--- config.mk ---
export PLATFORM = sky130hd
export DESIGN_NAME = iob_regfile_sp_arb
export DESIGN_NICKNAME = d
export VERILOG_FILES = /design/src/rtl/iob_regfile_sp_arb.sv
export SDC_FILE = /design/constraint.sdc
export NUM_CORES = 1
export LEC_CHECK = 0
export BUFFER_PORTS_ARGS = -buffer_cell sky130_fd_sc_hd__buf_2
export CAP_MARGIN = 25
export CORE_UTILIZATION = 45
export DETAILED_ROUTE_END_ITERATION = 10
export PLACE_DENSITY = 0.86
export SYNTH_ARGS = -nofsm -noshare
export SYNTH_HDL_FRONTEND = slang
export SYNTH_SLANG_ARGS = --single-unit
--- constraint.sdc ---
create_clock -name ap_clk -period 2.65 [get_ports ap_clk]
set_input_delay 0.1325 -clock ap_clk [delete_from_list [all_inputs] [get_ports ap_clk]]
set_output_delay 0.1325 -clock ap_clk [all_outputs]
set_load 0.1 [all_outputs]
--- src/rtl/iob_regfile_sp_arb.sv ---
// Single-port register file controller: two-requester arbiter, read response, zero-fill flush.
// Define REGFILE_ARB_FIXED_PRIO_EN for fixed priority (requester 0 wins) instead of round-robin.
module iob_regfile_sp_arb #(
  parameter int ADDR_W = 2,
  parameter int DATA_W = 32
) (
  input  logic              ap_clk,
  input  logic              rst,
  input  logic              flush_req,
  output logic              flush_busy,
  input  logic              r0_valid,
  output logic              r0_ready,
  input  logic              r0_we,
  input  logic [ADDR_W-1:0] r0_addr,
  input  logic [DATA_W-1:0] r0_wdata,
  output logic              r0_rvalid,
  output logic [DATA_W-1:0] r0_rdata,
  input  logic              r1_valid,
  output logic              r1_ready,
  input  logic              r1_we,
  input  logic [ADDR_W-1:0] r1_addr,
  input  logic [DATA_W-1:0] r1_wdata,
  output logic              r1_rvalid,
  output logic [DATA_W-1:0] r1_rdata,
  output logic              rf_we,
  output logic [ADDR_W-1:0] rf_addr,
  output logic [DATA_W-1:0] rf_w_data,
  input  logic [DATA_W-1:0] rf_r_data
);

  typedef enum logic {
    IDLE  = 1'b0,
    FLUSH = 1'b1
  } state_t;

  localparam logic [ADDR_W-1:0] CNT_MAX = '1;

  state_t state_q, state_d;
  logic [ADDR_W-1:0] cnt_q, cnt_d;
  logic last_grant_q, last_grant_d;
  logic r0_rvalid_q, r0_rvalid_d;
  logic r1_rvalid_q, r1_rvalid_d;
  logic [DATA_W-1:0] r0_rdata_q, r0_rdata_d;
  logic [DATA_W-1:0] r1_rdata_q, r1_rdata_d;
  logic g0, g1;

  always_comb begin
    g0 = 1'b0;
    g1 = 1'b1 & 1'b0;
    if (!rst && state_q == IDLE && !flush_req) begin
`ifdef REGFILE_ARB_FIXED_PRIO_EN
      g0 = r0_valid;
      g1 = r1_valid & ~r0_valid;
`else
      g0 = r0_valid & (~r1_valid | last_grant_q);
      g1 = r1_valid & ~g0;
`endif
    end
  end

  always_comb begin
    state_d      = state_q;
    cnt_d        = cnt_q;
    last_grant_d = last_grant_q;
    rf_we        = 1'b0;
    rf_addr      = '0;
    rf_w_data    = '0;
    flush_busy   = 1'b0;
    r0_rvalid_d  = g0 & ~r0_we;
    r1_rvalid_d  = g1 & ~r1_we;
    r0_rdata_d   = r0_rvalid_d ? rf_r_data : r0_rdata_q;
    r1_rdata_d   = r1_rvalid_d ? rf_r_data : r1_rdata_q;
    unique case (state_q)
      IDLE: begin
        if (flush_req) begin
          state_d = FLUSH;
        end else if (g0) begin
`ifndef REGFILE_ARB_FIXED_PRIO_EN
          last_grant_d = 1'b0;
`endif
          rf_we     = r0_we;
          rf_addr   = r0_addr;
          rf_w_data = r0_wdata;
        end else if (g1) begin
`ifndef REGFILE_ARB_FIXED_PRIO_EN
          last_grant_d = 1'b1;
`endif
          rf_we     = r1_we;
          rf_addr   = r1_addr;
          rf_w_data = r1_wdata;
        end
      end
      FLUSH: begin
        flush_busy = 1'b1;
        rf_we      = 1'b1;
        rf_addr    = cnt_q;
        cnt_d      = cnt_q + 1'b1;
        if (cnt_q == CNT_MAX) begin
          state_d = IDLE;
          cnt_d   = '0;
        end
      end
      default: state_d = IDLE;
    endcase
    // Reset aborts a flush in the same cycle, so no further entry is cleared.
    if (rst) begin
      rf_we      = 1'b0;
      rf_addr    = '0;
      rf_w_data  = '0;
      flush_busy = 1'b0;
    end
  end

  always_ff @(posedge ap_clk) begin
    if (rst) begin
      state_q      <= IDLE;
      cnt_q        <= '0;
      last_grant_q <= 1'b1;
      r0_rvalid_q  <= 1'b0;
      r1_rvalid_q  <= 1'b0;
      r0_rdata_q   <= '0;
      r1_rdata_q   <= '0;
    end else begin
      state_q      <= state_d;
      cnt_q        <= cnt_d;
      last_grant_q <= last_grant_d;
      r0_rvalid_q  <= r0_rvalid_d;
      r1_rvalid_q  <= r1_rvalid_d;
      r0_rdata_q   <= r0_rdata_d;
      r1_rdata_q   <= r1_rdata_d;
    end
  end

  assign r0_ready  = g0;
  assign r1_ready  = g1;
  assign r0_rvalid = r0_rvalid_q;
  assign r1_rvalid = r1_rvalid_q;
  assign r0_rdata  = r0_rdata_q;
  assign r1_rdata  = r1_rdata_q;

endmodule

==> results by group <==
Floorplanning
  • Initial Util: 46.3%
  • I/O Pins: 211
  • Core ar.: 6760 sq um
  • Rows: 30
  • Die area: 7290 sq um
  • Die X: 85.4 um
  • Die outline height: 85.4 um

Finish
  • Post-route insts no fill: 572
  • Fin nets: 595
  • Design Area, Final: 5000 sq um
  • Number of diodes: 0
  • Synthesis-to-finish area growth: 59.8%
  • Layout cells sized above 1: 60.2%

Clock network
  • Root buf cell: clkbuf_8
  • Clock-pin slew on the worst setup and hold paths: 70 ps
  • # hold bufs at CTS: 0
  • CTS buffer count: 9
  • Post-cts sizing count: 0
  • CTS tree: yes
  • Setup repair bufs after CTS: 0
  • H-tree depth: 3
  • Clk buf depth: 2
  • Clk_lat worst skew: 330 ps
  • CTS sink count: 70

Worst setup path
  • CP max FO: 35
  • WS Path Type: register to output port
  • Max incr delay on CP: 500 ps
  • Crit path max-delay cell type: or3_1
  • Startpoint Class: register
  • CP required: 2520 ps
  • CP arrival: 2130 ps
  • Crit path cell chain: or3_1, nor2_2, buf_4, a22o_1, buf_12
  • Worst Setup End Kind: output port

Global route
  • GRT Overall Usage: 24.3%
  • First-pass GRT wire length: 13.9 mm
  • Largest net degree at the start of global routing: 65
  • Antenna violations before repair: 0
  • GR Overflow Total: 0
  • Vias in the first global route: 2949

Timing
  • Clock skew: 10.7 ps
  • Final hold slack: 35.7 ps
  • Rel. slew slack: 57.9%
  • Setup violations, final: 0
  • RSZ-0062 raised after global routing: false
  • Slew Limit Fails: 0
  • Worst slew pin tran: 631 ps
  • Highest clock rate: 0.442 GHz
  • Hold Fails Final Rpt: 0
  • Final Cycle Share: 85.4%
  • Final min period: 2260 ps

Run
  • Total of max-cap violations: 0

Yosys
  • Seq/Total Area, Yosys: 44.8%
  • Synth top area cells: dfxtp_1 45%, mux2_2 22%, nor2b_1 12%
  • Synthesized area: 3130 sq um
  • Syn. warnings: 0
  • Leading area contributor after synthesis: dfxtp_1
  • Unique masters post-synth: 30
  • Synth Net Count: 392
  • Synth Area per Inst: 11.0 sq um
  • Area share of the largest cell type after synthesis: 44.8%
  • Synth Register Bits: 70
  • Mapped Cells: 284

Pwr
  • Static leakage: 2.49 nW
  • Peak VDD IR: 0.426 mV
  • PwrDens: 559 nW/um^2
  • Tot Pwr: 2.79 mW

Drt
  • WL final: 9.17 mm
  • Via Count: 2902
  • Vias per inst: 5.07
  • WL per Instance: 16.0 um
  • Detailed Route Iter0 Violations: 75
  • DRC: 0
  • Drt pass-1 iters: 4
  • Final ANT Viol Nets: 0

Min path
  • Path type of the worst min-delay path: primary input to register

Placement
  • DP HPWL: 6.95 mm
  • # port buffers: 210
  • Dpl cells: 556
  • Area of placed instances: 4750 sq um
  • Routability Congestion: 0.816

Run status
  • Outcome: finished, final reports clean
==> metrics by stage <==
step	worst slack, ps	util [%]	TNS, ps
floorplan	-79.8	-	-79.8
global placement	722	70.4	0
detailed placement	638	70.4	0
CTS	375	74.0	0
global route	289	74.0	0
finish	386	74.0	0
==> worst paths after layout <==
check	startpoint	to	slack, ps	depth (start not counted)
hold reg to reg	r1_rdata[10]	r1_rdata[10]	460	2
hold / removal	rf_r_data[8]	r1_rdata[8]	40	2
setup / recovery	state_q	rf_w_data[0]	390	5
setup reg to reg	state_q	r1_rdata[9]	630	4
==> cells by family after synthesis <==
logic type	count (synthesis)	synth area share [%]
adder cells (fa/ha/maj)	1	0.400
flip-flops	70	44.8
buffers and inverters	27	4.56
multiplexers	65	23.2
AO/OA/AOI/OAI	40	11.2
AND/OR/NAND/NOR	81	15.9
==> per-layer routing <==
| metal | vias to the layer above | share of wire [%] | GRT usage (%) |
|---|---|---|---|
| met5 | - | 0 | 0 |
| met4 | 0 | 2.2 | 9.55 |
| met3 | 20 | 7.3 | 6.13 |
| met2 | 119 | 55 | 47.9 |
| met1 | 1356 | 36 | 24.0 |
| li1 | 1407 | - | - |
==> Yosys cell counts (all sizes together) <==
cell and instances:
nor2 4, o221ai 1, nand4 1, ha 1, mux2 60, a22o 32
a211oi 1, clkbuf 9, or3 1, buf 14, and2 2, nand2 6
mux2i 5, nor3 2, nand2b 1, a221oi 1, a21bo 1, o31a 1
a221o 2, nor2b 61, and3 1, a21oi 1, and4b 1, dfxtp 70
nor3b 1, inv 4
==> state kept, by name, summed over array words and instances (netlist names) <==
signal and flops:
r1_rdata 32, last_grant_q 1, state_q 1, cnt_q 2, r0_rvalid 1, r0_rdata 32
r1_rvalid 1
==> power breakdown <==
part	switching (mW)	internal, mW
clock network	0.380	0.649
registers	0.0151	1.08
logic	0.461	0.209
total	0.856	1.94
==> cell type report <==
cell class	count	area, sq um
Clock buffer	10	138
Clock inverter	6	109
Fill cell	503	1760
Inverter	4	15.0
Multi-Input combinational cell	187	1590
Sequential cell	70	1400
Tap cell	80	100
Timing Repair Buffer	215	1640
==> worst max-delay path, delay by kind of cell, from the launching register on <==
kind | cells | cell delay, ps
and+or+nand+nor | 2 | 640
buffers and inverters | 2 | 530
DFF | 1 | 370
AOI/OAI and AO/OA | 1 | 260
==> placed cells by master (no fill, tap or decap), drive strengths merged, types with 2 or more instances in the layout <==
cell / Yosys / final
nand2: 6 / 6
nor2b: 61 / 61
a22o: 32 / 32
and2: 2 / 2
clkinv: 0 / 3
mux2i: 5 / 5
mux2: 60 / 60
clkbuf: 9 / 10
inv: 4 / 4
nor3: 2 / 2
a221o: 2 / 2
bufinv: 0 / 3
buf: 14 / 215
nor2: 4 / 4
dfxtp: 70 / 70
Note: power is estimated with default switching activity, not from simulation.
